**src/rtl/multicycle_control_fsm_if.sv**
```systemverilog
// Control bundle between the multi-cycle RV32I control FSM and its datapath.
// The FSM takes the slave view; the datapath (or a bench) takes the master view.
interface multicycle_control_fsm_if #(parameter int CNT_W = 32);
  logic [31:0]      instr;
  logic             zero1;
  logic             PCwrite, Adrsrc, Memwrite, IRwrite, Regwrite;
  logic [1:0]       ALUsrcA, ALUsrcB, Resultsrc, immsrc;
  logic [3:0]       ALUcontrol;
  logic [3:0]       state;
  logic             retire, illegal;
  logic [CNT_W-1:0] instret;

  modport master (
    output instr, zero1,
    input  PCwrite, Adrsrc, Memwrite, IRwrite, Regwrite,
    input  ALUsrcA, ALUsrcB, Resultsrc, immsrc, ALUcontrol,
    input  state, retire, illegal, instret
  );

  modport slave (
    input  instr, zero1,
    output PCwrite, Adrsrc, Memwrite, IRwrite, Regwrite,
    output ALUsrcA, ALUsrcB, Resultsrc, immsrc, ALUcontrol,
    output state, retire, illegal, instret
  );
endinterface

```
**src/rtl/multicycle_control_fsm.sv**
```systemverilog
// Multi-cycle RV32I main control: Moore FSM sequencing fetch/decode/execute/
// memory/writeback, plus retire pulse, retired-instruction counter and illegal flag.
module multicycle_control_fsm #(
  parameter int CNT_W = 32
) (
  input  logic clk,
  input  logic reset,
  multicycle_control_fsm_if.slave bus
);

  typedef enum logic [3:0] {
    FETCH    = 4'd0,
    DECODE   = 4'd1,
    MEMADR   = 4'd2,
    MEMREAD  = 4'd3,
    MEMWB    = 4'd4,
    MEMWRITE = 4'd5,
    EXECR    = 4'd6,
    EXECI    = 4'd7,
    ALUWB    = 4'd8,
    JAL      = 4'd9,
    BRANCH   = 4'd10
  } state_t;

  localparam logic [3:0] ALU_ADD  = 4'b0000, ALU_SUB = 4'b0001, ALU_AND = 4'b0010,
                         ALU_OR   = 4'b0011, ALU_XOR = 4'b0100, ALU_SLT = 4'b0101,
                         ALU_SLL  = 4'b0110, ALU_SRL = 4'b0111, ALU_SRA = 4'b1000,
                         ALU_SLTU = 4'b1001;

  state_t st, nxt;
  logic [6:0] opc;
  logic [2:0] f3;
  logic       f7b;
  logic       pcw, adr, memw, irw, regw, ret, ill;
  logic [1:0] srca, srcb, ress, imms;
  logic [3:0] aluc;
  logic [CNT_W-1:0] cnt;

  assign opc = bus.instr[6:0];
  assign f3  = bus.instr[14:12];
  assign f7b = bus.instr[30];

  logic unused_bits;
  assign unused_bits = &{1'b0, bus.instr[31], bus.instr[29:15], bus.instr[11:7]};

  function automatic logic [3:0] alu_dec(input logic [2:0] fn3, input logic f7, input logic is_r);
    case (fn3)
      3'b000:  alu_dec = (is_r && f7) ? ALU_SUB : ALU_ADD;
      3'b001:  alu_dec = ALU_SLL;
      3'b010:  alu_dec = ALU_SLT;
      3'b011:  alu_dec = ALU_SLTU;
      3'b100:  alu_dec = ALU_XOR;
      3'b101:  alu_dec = f7 ? ALU_SRA : ALU_SRL;
      3'b110:  alu_dec = ALU_OR;
      default: alu_dec = ALU_AND;
    endcase
  endfunction

  always_ff @(posedge clk) begin
    if (reset) st <= FETCH;
    else       st <= nxt;
  end

  always_ff @(posedge clk) begin
    if (reset)    cnt <= '0;
    else if (ret) cnt <= cnt + CNT_W'(1);
  end

  always_comb begin
    case (opc)
      7'b0100011: imms = 2'b01;
      7'b1100011: imms = 2'b10;
      7'b1101111: imms = 2'b11;
      default:    imms = 2'b00;
    endcase
  end

  always_comb begin
    nxt  = FETCH;
    pcw  = 1'b0; adr  = 1'b0; memw = 1'b0; irw = 1'b0; regw = 1'b0;
    srca = 2'b00; srcb = 2'b00; ress = 2'b00;
    aluc = ALU_ADD;
    ret  = 1'b0; ill = 1'b0;
    case (st)
      FETCH: begin
        irw = 1'b1; pcw = 1'b1; srcb = 2'b10; ress = 2'b10;
        nxt = DECODE;
      end
      // oldPC + imm lands in ALUout so JAL/BRANCH can use it as the target
      DECODE: begin
        srca = 2'b01; srcb = 2'b01;
        case (opc)
          7'b0000011, 7'b0100011: nxt = MEMADR;
          7'b0110011:             nxt = EXECR;
          7'b0010011:             nxt = EXECI;
          7'b1101111:             nxt = JAL;
          7'b1100011: if (f3[2:1] == 2'b00) nxt = BRANCH;
                      else                  ill = 1'b1;
          default:                ill = 1'b1;
        endcase
      end
      MEMADR: begin
        srca = 2'b10; srcb = 2'b01;
        nxt  = opc[5] ? MEMWRITE : MEMREAD;
      end
      MEMREAD:  begin adr = 1'b1; nxt = MEMWB; end
      MEMWB:    begin ress = 2'b01; regw = 1'b1; ret = 1'b1; end
      MEMWRITE: begin adr = 1'b1; memw = 1'b1; ret = 1'b1; end
      EXECR: begin
        srca = 2'b10; aluc = alu_dec(f3, f7b, 1'b1);
        nxt  = ALUWB;
      end
      EXECI: begin
        srca = 2'b10; srcb = 2'b01; aluc = alu_dec(f3, f7b, 1'b0);
        nxt  = ALUWB;
      end
      ALUWB: begin regw = 1'b1; ret = 1'b1; end
      JAL: begin
        srca = 2'b01; srcb = 2'b10; pcw = 1'b1;
        nxt  = ALUWB;
      end
      // funct3[0] distinguishes bne from beq
      BRANCH: begin
        srca = 2'b10; aluc = ALU_SUB; pcw = bus.zero1 ^ f3[0]; ret = 1'b1;
      end
      default: nxt = FETCH;
    endcase
  end

  assign bus.PCwrite    = pcw  & ~reset;
  assign bus.Memwrite   = memw & ~reset;
  assign bus.IRwrite    = irw  & ~reset;
  assign bus.Regwrite   = regw & ~reset;
  assign bus.retire     = ret  & ~reset;
  assign bus.illegal    = ill  & ~reset;
  assign bus.Adrsrc     = adr;
  assign bus.ALUsrcA    = srca;
  assign bus.ALUsrcB    = srcb;
  assign bus.Resultsrc  = ress;
  assign bus.immsrc     = imms;
  assign bus.ALUcontrol = aluc;
  assign bus.state      = st;
  assign bus.instret    = cnt;

endmodule
```
**src/flat_wrapper.sv**
```systemverilog
// flat-port wrapper written by rule: the top's interface ports become plain ports
module multicycle_control_fsm_flat 
#(
  parameter int CNT_W = 32
)
  (clk, reset, bus_instr, bus_zero1, bus_PCwrite, bus_Adrsrc, bus_Memwrite, bus_IRwrite, bus_Regwrite, bus_ALUsrcA, bus_ALUsrcB, bus_Resultsrc, bus_immsrc, bus_ALUcontrol, bus_state, bus_retire, bus_illegal, bus_instret);
  multicycle_control_fsm_if #(.CNT_W(CNT_W)) bus_i ();
  input  logic clk;
  input  logic reset;
  input wire logic [$bits(bus_i.instr)-1:0] bus_instr;
  input wire logic [$bits(bus_i.zero1)-1:0] bus_zero1;
  output wire logic [$bits(bus_i.PCwrite)-1:0] bus_PCwrite;
  output wire logic [$bits(bus_i.Adrsrc)-1:0] bus_Adrsrc;
  output wire logic [$bits(bus_i.Memwrite)-1:0] bus_Memwrite;
  output wire logic [$bits(bus_i.IRwrite)-1:0] bus_IRwrite;
  output wire logic [$bits(bus_i.Regwrite)-1:0] bus_Regwrite;
  output wire logic [$bits(bus_i.ALUsrcA)-1:0] bus_ALUsrcA;
  output wire logic [$bits(bus_i.ALUsrcB)-1:0] bus_ALUsrcB;
  output wire logic [$bits(bus_i.Resultsrc)-1:0] bus_Resultsrc;
  output wire logic [$bits(bus_i.immsrc)-1:0] bus_immsrc;
  output wire logic [$bits(bus_i.ALUcontrol)-1:0] bus_ALUcontrol;
  output wire logic [$bits(bus_i.state)-1:0] bus_state;
  output wire logic [$bits(bus_i.retire)-1:0] bus_retire;
  output wire logic [$bits(bus_i.illegal)-1:0] bus_illegal;
  output wire logic [$bits(bus_i.instret)-1:0] bus_instret;
  assign bus_i.instr = bus_instr;
  assign bus_i.zero1 = bus_zero1;
  assign bus_PCwrite = bus_i.PCwrite;
  assign bus_Adrsrc = bus_i.Adrsrc;
  assign bus_Memwrite = bus_i.Memwrite;
  assign bus_IRwrite = bus_i.IRwrite;
  assign bus_Regwrite = bus_i.Regwrite;
  assign bus_ALUsrcA = bus_i.ALUsrcA;
  assign bus_ALUsrcB = bus_i.ALUsrcB;
  assign bus_Resultsrc = bus_i.Resultsrc;
  assign bus_immsrc = bus_i.immsrc;
  assign bus_ALUcontrol = bus_i.ALUcontrol;
  assign bus_state = bus_i.state;
  assign bus_retire = bus_i.retire;
  assign bus_illegal = bus_i.illegal;
  assign bus_instret = bus_i.instret;
  multicycle_control_fsm #(.CNT_W(CNT_W)) u_core (.clk(clk), .reset(reset), .bus(bus_i));
endmodule
```
**config.mk**
```make
export PLATFORM = sky130hd
export DESIGN_NAME = multicycle_control_fsm_flat
export DESIGN_NICKNAME = d
export VERILOG_FILES = /design/src/rtl/multicycle_control_fsm_if.sv /design/src/rtl/multicycle_control_fsm.sv /design/src/flat_wrapper.sv
export SDC_FILE = /design/constraint.sdc
export NUM_CORES = 1
export LEC_CHECK = 0
export BUFFER_PORTS_ARGS = -buffer_cell sky130_fd_sc_hd__clkbuf_2
export CAP_MARGIN = 30
export CELL_PAD_IN_SITES_DETAIL_PLACEMENT = 0
export CELL_PAD_IN_SITES_GLOBAL_PLACEMENT = 1
export CORE_MARGIN = 1
export CORE_UTILIZATION = 33
export CTS_CLUSTER_SIZE = 20
export DETAILED_ROUTE_END_ITERATION = 8
export PLACE_DENSITY_LB_ADDON = 0.05
export SLEW_MARGIN = 10
export SYNTH_ARGS = -nofsm -noshare
export SYNTH_HDL_FRONTEND = slang
export SYNTH_SLANG_ARGS = --single-unit
```
**constraint.sdc**
```tcl
create_clock -name clk -period 2.8 [get_ports clk]
set_clock_uncertainty 0.1 [all_clocks]
set_input_delay 0.28 -clock clk [delete_from_list [all_inputs] [get_ports clk]]
set_output_delay 0.28 -clock clk [all_outputs]
set_load 0.01 [all_outputs]
```
# After elaboration in Yosys (flattened, before gate mapping)
# Cells that the tools add are included.
[op_classes] n_addsub=1 muxes=22 n_reduce_logical=13 n_bitwise=8 eq_ne=22
[op_table] operator="one-hot mux 4 bit (7 select lines)" n=2
[op_table] operator="one-hot mux 4 bit (5 select lines)" n=2
[op_table] operator="adder 32 x 1 -> 32 bit (second input constant)" n=1
[op_table] operator="== test 4 x 3 -> 1 bit (second input constant)" n=4
[op_table] operator="== test 7 x 6 -> 1 bit (second input constant)" n=2
[op_table] operator="== test 7 bit (second input constant)" n=2
[op_table] operator="== test 4 bit (second input constant)" n=3
[op_table] operator="one-hot mux 2 bit (2 select lines)" n=3
[op_table] operator="one-hot mux 4 bit (3 select lines)" n=1
[op_table] operator="OR reduction 2 bit" n=5
[op_table] operator="== test 3 bit (second input constant)" n=3
[op_table] operator="== test 4 x 2 -> 1 bit (second input constant)" n=2
[op_table] operator="2-to-1 mux 1 bit" n=8
[op_table] operator="2-to-1 mux 4 bit" n=2
[op_table] operator="OR reduction 4 bit" n=2
[op_table] operator="== test 7 x 2 -> 1 bit (second input constant)" n=1
[op_table] operator="== test 7 x 5 -> 1 bit (second input constant)" n=1
[op_table] operator="bitwise AND 1 bit" n=6
[op_table] operator="== test 3 x 2 -> 1 bit (second input constant)" n=2
[op_table] operator="one-hot mux 2 bit (3 select lines)" n=1
[op_table] operator="OR reduction 3 bit" n=2
[op_table] operator="OR reduction 5 bit" n=1
[op_table] operator="== test 4 x 1 -> 1 bit (second input constant)" n=1
[op_table] operator="logical NOT 4 bit" n=1
[op_table] operator="other kinds (7)" n=8
[totals] ff_bits=36 output_inout_bits=55 in_bits=35

# Longest topological paths before layout
# Gate-level depths: netlist (run 1).
[logic_depth] word_depth=5 ltp_mapped=7 ltp_nobuf=6

# Worst setup path after synthesis (run 1)
# No wires, ideal clock.
[synth_path] kind="reg2reg" from="reg u_core.st[3], in the netlist u_core.bus.state[3]" to="reg u_core.cnt[31], in the netlist u_core.bus.instret[31]" stages_incl_launch_ff=7 t_arrival_ns=2.030 required_ns=2.630 n_path_buf=1 path_slack_ns=0.600 cell_sequence="dfxtp_1 > nor3b_4 > o211ai_4 > or4_1 > buf_2 > or3_1 > a21oi_1"
[synth_via] elab_chain_len=3 elab_cells_between_ends=6
[synth_rtl] item="from (decl)" line_no="multicycle_control_fsm.sv:30" rtl="state_t st, nxt;"
[synth_rtl] item="from (signal assigned)" line_no="multicycle_control_fsm.sv:61" rtl="else st <= nxt;"
[synth_rtl] item="== test 4 x 3 -> 1 bit or == test 4 bit (tied branches)" line_no="multicycle_control_fsm.sv:84" rtl="case (st)"
[synth_rtl] item="OR reduction 4 bit (no line) (*)"
[synth_rtl] item="2-to-1 mux 1 bit (*)" line_no="multicycle_control_fsm.sv:84"
[synth_rtl] item="to (signal assigned)" line_no="multicycle_control_fsm.sv:66" rtl="else if (ret) cnt <= cnt + CNT_W'(1);"
[synth_rtl] item="to (decl)" line_no="multicycle_control_fsm.sv:37" rtl="logic [CNT_W-1:0] cnt;"
# Mark *: on every way between the ends. The rest lies on a longest branch, timed or not.
# A chain may end at the register's enable or synchronous reset.

# Final worst setup path (run 1)
# Same ends and word-level chain as after synthesis.

==> impl_summary.txt, run 1 <==
----------------------------------------------------
[Timing]
  Tightest hold margin ... 0.2896 ns
  Worst-Margin Slew ... 0.5308 ns
  Worst-case headroom to the max-slew limit ... 0.6458
  Final count of pins violating max slew ... 0
  Setup repair after global routing missed its margin ... false
  Accumulated negative setup slack ... 0 ns
  Post-layout min period ... 2.296 ns
  Endpoints failing setup ... 0
  Peak clock frequency supported by timing ... 0.4355 GHz
  Number of failing hold endpoints at the final stage ... 0
  Period Utilization, post-route ... 0.8201

[Hold path]
  Cell depth of the worst min-delay path ... 4
  Worst Hold Path EP ... u_core.bus.state[2]$_SDFF_PP0_
  Hold path startpoint ... bus_instr[6]
  Hold/Removal Path Class ... input port to flop

[Floorplan]
  I/O Pins ... 90
  Core footprint ... 0.005991 sq mm
  Effective utilization at floorplan ... 0.3457
  Floorplan die area ... 0.006596 sq mm
  Die boundary height ... 81.22 um
  Die Span X ... 81.22 um
  Floorplan row count ... 28

[Clock network]
  Post-CTS Setup Inserts ... 0
  Clock latency at the later pin of the worst-skew pair ... 0.28 ns
  Clk pin slew, worst setup/hold paths ... 0.08 ns
  Clock Sinks ... 36
  Number of levels the H-tree was split into ... 2
  Clock Root Buffer ... sky130_fd_sc_hd__clkbuf_8
  Hold-fix buffers at CTS ... 0
  Resized cells post-CTS ... 0
  CTS tree ... built
  Num CTS Buffers ... 5
  Maximum buffer depth of the clock tree ... 2

[Pwr]
  Switching Share ... 0.2241
  Internal Dissipation ... 0.8078 mW
  Power density over cell area ... 400.4 mW/mm^2
  Largest vdd supply drop ... 0.1929 mV
  Switching power of the nets ... 0.2333 mW
  Sequential fraction of design power ... 0.494
  Clock network power share ... 0.429
  Leakage power ... 0.9984 nW
  Combinational group share of total power ... 0.077

[GRT]
  GRT Total Usage ... 0.1662
  Wire length of the first global-routing pass ... 8.583 mm
  Number of global-route vias before repair ... 1874
  Number of antenna violations at the first check in global routing ... 0
  Largest net degree at the start of global routing ... 39
  GRT Residual Overflow ... 0

[Logic synthesis]
  Async SR Flop Fraction ... 0
  Warning count from the yosys run ... 0
  EDFF count, synth ... 0
  Mapped Cells ... 271
  Average size of a mapped cell ... 7.641 sq um
  Count leader, synth ... sky130_fd_sc_hd__nor2_1
  Total of flip-flops plus latches after synthesis ... 36
  Share of Yosys cell area claimed by the top area cell type ... 0.3480
  Cell types with the largest area share after synthesis ... sky130_fd_sc_hd__dfxtp_1 35%, sky130_fd_sc_hd__xnor2_1 9.3%, sky130_fd_sc_hd__nor2_1 7.1%, sky130_fd_sc_hd__a21oi_1 4.8%, sky130_fd_sc_hd__nor4_1 4.8%
  Sequential element share of the synthesized area ... 0.3480
  Count of unique library cells instantiated by Yosys ... 36
  Summed instance area of the synthesized netlist ... 0.002071 sq mm
  Prevailing post-synth register cell ... sky130_fd_sc_hd__dfxtp_1
  Largest area contributor in the synthesized netlist ... sky130_fd_sc_hd__dfxtp_1
  Nets in the synthesized netlist ... 307
  Synth top cells by count ... 39 x sky130_fd_sc_hd__nor2_1, 36 x sky130_fd_sc_hd__dfxtp_1, 22 x sky130_fd_sc_hd__xnor2_1

[Place]
  Routability congestion estimate from global placement ... 0.7091
  Buffers on Ports ... 68
  Post-Place Cells ... 404
  HPWL after detailed placement ... 3.781 mm

[Setup path]
  WP data required ... 2.91 ns
  Critical Path Fanout Max ... 7
  Critical R2R Capture ... u_core.bus.instret[31]$_SDFFE_PP0N_
  Worst Setup Path Type ... flop to flop
  Signal arrival time at the worst endpoint ... 2.41 ns
  Worst reg2reg startpoint ... u_core.bus.state[3]$_SDFF_PP0_
  Slack of the worst reg-to-reg path ... 0.50 ns
  Endpoint class of the critical path ... flop
  Kind of start point of the critical path ... flop
  R2r worst-path depth ... 5

[Flow run]
  Max Cap Violations ... 0

[Status]
  Result of the run ... finished clean

[Finish]
  Antenna cell count ... 0
  Non-filler cells, final ... 412
  Post-layout net count ... 372
  Synthesis-to-finish area growth ... 25.56%
  Proportion of layout cells with a drive suffix above 1 ... 0.2582

[Route]
  Antenna viol nets, final ... 0
  Post-route DRC violation count ... 0
  Mean routed wirelength per cell ... 12.71 um
  Vias per inst ... 5.104
  Sum of routed wire length over all layers ... 5.238 mm
  Starting DRT DRC Count ... 57
  Vias after detailed routing ... 2103
  Detailed-routing iteration count for the pre-antenna-repair pass ... 4

----------------------------------------------------
==> placed cells by master (no fill, tap or decap), types with 9 or more instances in the layout <==
cell type,n
sky130_fd_sc_hd__nor4_1,16
sky130_fd_sc_hd__clkbuf_2,68
sky130_fd_sc_hd__a21oi_1,20
sky130_fd_sc_hd__nor2_1,39
sky130_fd_sc_hd__o21ai_0,9
sky130_fd_sc_hd__nand4_1,10
sky130_fd_sc_hd__dfxtp_1,36
sky130_fd_sc_hd__nand3_1,12
sky130_fd_sc_hd__nand2_1,17
sky130_fd_sc_hd__xnor2_1,22
sky130_fd_sc_hd__nor3_1,15
==> through the flow <==
step | setup WS [ns] | utilization | area, sq um | power (mW)
floorplan | 0.5998 | - | 2071 | 0.5733
global placement | 0.5508 | 0.4160 | 2492 | 0.6072
detailed placement | 0.5301 | 0.4160 | 2492 | 0.6071
CTS | 0.4908 | 0.4340 | 2600 | 1.063
global route | 0.3351 | 0.4340 | 2600 | 1.093
finish | 0.5037 | 0.4340 | 2600 | 1.041
==> kinds of logic after synthesis <==
family          after synthesis  share of synthesized area
fa+ha+maj                     1                   0.006041
xor+xnor                     29                     0.1227
simple gates                145                     0.3746
buf+inv                      24                    0.04411
flops                        36                     0.3480
compound gates               36                     0.1045
==> routing by layer <==
layer / part of all wire / routed length (um) / global-route usage
met2: 0.48 / 2498 / 0.2840
met4: 0.011 / 59 / 0.04286
met3: 0.038 / 199 / 0.04270
met5: 0 / 0 / 0
met1: 0.47 / 2480 / 0.2059
==> cell type report <==
cell class                      count  area, sq um
Fill cell                         662         3391
Multi-Input combinational cell    211         1259
Sequential cell                    36        720.7
Timing Repair Buffer               75        392.9
Tap cell                           75        93.84
Clock buffer                        6        72.57
Clock inverter                      2        35.03
Inverter                            7        26.28
==> worst max-delay path: stages (launching register included) <==
cell                       delay (ns)
sky130_fd_sc_hd__dfxtp_1         0.45
sky130_fd_sc_hd__nor3b_4         0.36
sky130_fd_sc_hd__o211ai_4        0.12
sky130_fd_sc_hd__or4_1           0.66
sky130_fd_sc_hd__or3_1           0.40
sky130_fd_sc_hd__a21oi_1         0.14
==> state kept, by name, indices dropped and copies added, names as in the netlist <==
name,cells
u_core.bus.instret,32
u_core.bus.state,4
==> worst max-delay path by stage <==
| stage | startpoint | end | slack [ns] | depth (start not counted) |
|---|---|---|---|---|
| 2_1_floorplan | u_core.bus.state[3]$_SDFF_PP0_ | u_core.bus.instret[31]$_SDFFE_PP0N_ | 0.60 | 6 |
| 3_3_place_gp | u_core.bus.state[3]$_SDFF_PP0_ | u_core.bus.instret[31]$_SDFFE_PP0N_ | 0.55 | 5 |
| 3_5_place_dp | u_core.bus.state[3]$_SDFF_PP0_ | u_core.bus.instret[31]$_SDFFE_PP0N_ | 0.53 | 5 |
| 4_1_cts | u_core.bus.state[3]$_SDFF_PP0_ | u_core.bus.instret[31]$_SDFFE_PP0N_ | 0.49 | 5 |
| 5_1_grt | u_core.bus.state[2]$_SDFF_PP0_ | bus_ALUcontrol[2] | 0.34 | 5 |
| 6_report | u_core.bus.state[3]$_SDFF_PP0_ | u_core.bus.instret[31]$_SDFFE_PP0N_ | 0.50 | 5 |
==> power by group through the flow <==
stage / Clock [mW] / Combinational [mW] / Sequential (mW)
6_report: 0.447 / 0.0797 / 0.515
5_1_grt: 0.489 / 0.0893 / 0.515
4_1_cts: 0.468 / 0.0807 / 0.515
3_5_place_dp: 0 / 0.0804 / 0.527
3_3_place_gp: 0 / 0.0805 / 0.527
2_1_floorplan: 0 / 0.0448 / 0.528
Power figures use the tool's default switching activity.
==> run 2: changes to the inputs <==
--- a/config.mk
+++ b/config.mk
@@ -10,7 +10,7 @@
 export CELL_PAD_IN_SITES_DETAIL_PLACEMENT = 0
 export CELL_PAD_IN_SITES_GLOBAL_PLACEMENT = 1
 export CORE_MARGIN = 1
-export CORE_UTILIZATION = 33
+export CORE_UTILIZATION = 30
 export CTS_CLUSTER_SIZE = 20
 export DETAILED_ROUTE_END_ITERATION = 8
 export PLACE_DENSITY_LB_ADDON = 0.05
==> constraint.sdc (replaced) <==
create_clock -name clk -period 1.9 [get_ports clk]
set_clock_uncertainty 0.1 [all_clocks]
set_input_delay 0.19 -clock clk [delete_from_list [all_inputs] [get_ports clk]]
set_output_delay 0.19 -clock clk [all_outputs]
set_load 0.01 [all_outputs]
==> run 2 against run 1 <==
Register-to-register slack got worse by 0.46 ns. Cell count increased by 8.7%. Maximum frequency increased by 24%. Design area increased by 14%. Clock-buffer cell count unchanged. Via count increased by 4.9%. First-iteration DRC count increased by 30%. Sequential cell count unchanged. Wire length increased by 4.7%. Power increased by 38%. Combinational power increased by 56%. Largest cell class unchanged.
==> impl_summary.txt, run 2 (synthesis gave the netlist of run 1 again) <==
----------------------------------------------------
[Pwr]
  Switching Share ... 0.2426
  Switching power of the nets ... 0.3486 mW
  Combinational group share of total power ... 0.086
  Clock network power share ... 0.391
  Leakage power ... 1.192 nW
  Sequential fraction of design power ... 0.523
  Internal Dissipation ... 1.088 mW
  Largest vdd supply drop ... 0.2404 mV
  Power density over cell area ... 486.2 mW/mm^2

[Setup path]
  Longest individual stage delay on the worst path ... 0.59 ns
  Critical Path Fanout Max ... 7
  Kind of start point of the critical path ... flop
  WP data required ... 2.02 ns
  Signal arrival time at the worst endpoint ... 1.97 ns
  Worst Setup Path Type ... flop to flop
  Crit path cell chain ... and4_4, nand4_1, or4_4, or3_1, a21oi_1
  Endpoint class of the critical path ... flop
  Cell with the largest stage delay on the worst path ... sky130_fd_sc_hd__or4_4

[Finish]
  Synthesis-to-finish area growth ... 42.72%
  Antenna cell count ... 0
  Number of filler instances in the final layout ... 683
  Proportion of layout cells with a drive suffix above 1 ... 0.3962
  Finished Core Util ... 0.4550
  Post-layout net count ... 406
  Area of the multi-input gates ... 0.001333 sq mm
  Sequential cell area ... 744.5 sq um
  Commonest non-fill, non-tap cells in the layout ... 65 x sky130_fd_sc_hd__clkbuf_2, 39 x sky130_fd_sc_hd__nor2_1, 38 x sky130_fd_sc_hd__buf_4, 27 x sky130_fd_sc_hd__dfxtp_1, 22 x sky130_fd_sc_hd__xnor2_1
  Number of flip-flops in the largest register ... 32
  Leading cell type in the layout, fill and taps excluded ... sky130_fd_sc_hd__clkbuf_2

[GRT]
  Number of global-route vias before repair ... 1962
  GRT Residual Overflow ... 0
  Largest net degree at the start of global routing ... 39
  GRT Total Usage ... 0.1509
  Number of antenna violations at the first check in global routing ... 0
  Wire length of the first global-routing pass ... 8.832 mm

[Timing]
  Number of failing hold endpoints at the final stage ... 0
  Worst-case headroom to the max-slew limit ... 0.7234
  Tightest hold margin ... 0.1574 ns
  Final critical-path setup slack ... 0.04519 ns
  Period Utilization, post-route ... 0.9762
  Post-layout min period ... 1.855 ns
  Setup repair after global routing missed its margin ... true
  Peak clock frequency supported by timing ... 0.5391 GHz
  Worst-Margin Slew ... 0.4149 ns
  Endpoints failing setup ... 0
  Final count of pins violating max slew ... 0

[Route]
  Sum of routed wire length over all layers ... 5.483 mm
  Vias per inst ... 4.924
  Starting DRT DRC Count ... 74
  Detailed-routing iteration count for the pre-antenna-repair pass ... 4
  Post-route DRC violation count ... 0
  Antenna viol nets, final ... 0
  Vias after detailed routing ... 2206
  Mean routed wirelength per cell ... 12.24 um

[Place]
  HPWL after detailed placement ... 4.106 mm
  Routability congestion estimate from global placement ... 0.7236
  Pre-CTS worst setup slack ... -0.04946 ns
  Buffers on Ports ... 68

[Hold path]
  Hold/Removal Path Class ... input port to flop

[Clock network]
  Clock Sinks ... 36
  Num CTS Buffers ... 5
  Hold-fix buffers at CTS ... 0
  CTS tree ... built
  Clk pin slew, worst setup/hold paths ... 0.07 ns
  Clock latency at the later pin of the worst-skew pair ... 0.29 ns
  Maximum buffer depth of the clock tree ... 2
  Number of levels the H-tree was split into ... 2
  Clock Root Buffer ... sky130_fd_sc_hd__clkbuf_8

[Floorplan]
  Die Span X ... 85.08 um
  Floorplan die area ... 0.007239 sq mm
  Die boundary height ... 85.08 um
  Floorplan row count ... 29
  Effective utilization at floorplan ... 0.3188
  Core footprint ... 0.006495 sq mm
  I/O Pins ... 90

[Status]
  Result of the run ... finished clean

[Flow run]
  Max Cap Violations ... 0

----------------------------------------------------
==> run 2: critical path, delay by kind of cell (launching register included) <==
family / cells / cell delay [ns]
AO/OA/AOI/OAI: 1 / 0.12
flip-flops: 1 / 0.34
AND/OR/NAND/NOR: 4 / 1.23
==> run 2: metrics by stage <==
step,TNS (ns),instances,instance area (sq um),power [mW]
after global routing,-0.1018,448,2955,1.496
after detailed placement,-0.1370,439,2770,0.8893
after global placement,-0.06059,439,2770,0.8888
after floorplan,-0.2071,271,2100,0.8382
final,0,448,2955,1.437
after CTS,0,447,2899,1.457
==> run 2: metal layers <==
layer,track usage,wire length [um],up-vias
met5,0,0,-
met4,0.03698,37,0
met3,0.03307,219,5
met2,0.2361,2403,41
met1,0.2109,2822,1007
li1,-,-,1153
==> run 2: layout make-up <==
| cell class | instances | area share |
|---|---|---|
| clock buffer | 6 | 0.02794 |
| multi-input combinational | 211 | 0.4509 |
| tap | 77 | 0.03260 |
| clock inverter | 2 | 0.003387 |
| inverter | 7 | 0.008891 |
| timing repair buffer | 109 | 0.2244 |
| sequential | 36 | 0.2519 |
==> run 2: worst paths after layout <==
check                           slack, ns  cells past startpoint                                  end                                 from
worst max-delay path                 0.05                      5  u_core.bus.instret[31]$_SDFFE_PP0N_  u_core.bus.instret[11]$_SDFFE_PP0N_
worst min-delay path                 0.16                      4       u_core.bus.state[2]$_SDFF_PP0_                         bus_instr[6]
worst max register to register       0.05                      5  u_core.bus.instret[31]$_SDFFE_PP0N_  u_core.bus.instret[11]$_SDFFE_PP0N_
worst min register to register       0.40                      2  u_core.bus.instret[31]$_SDFFE_PP0N_  u_core.bus.instret[31]$_SDFFE_PP0N_
==> run 2: what timing repair did <==
action | in CTS | in global routing
setup endpoints to repair | 6 | 15
gates resized for setup | 9 | 15
buffers inserted | 0 | 1
pin swaps | 1 | 4
==> run 2: power groups by stage <==
| stage | Sequential, mW | Clock [mW] | Combinational (mW) |
|---|---|---|---|
| floorplan | 0.772 | 0 | 0.0661 |
| global placement | 0.769 | 0 | 0.120 |
| detailed placement | 0.769 | 0 | 0.120 |
| CTS | 0.751 | 0.581 | 0.124 |
| global route | 0.751 | 0.608 | 0.137 |
| finish | 0.752 | 0.561 | 0.124 |
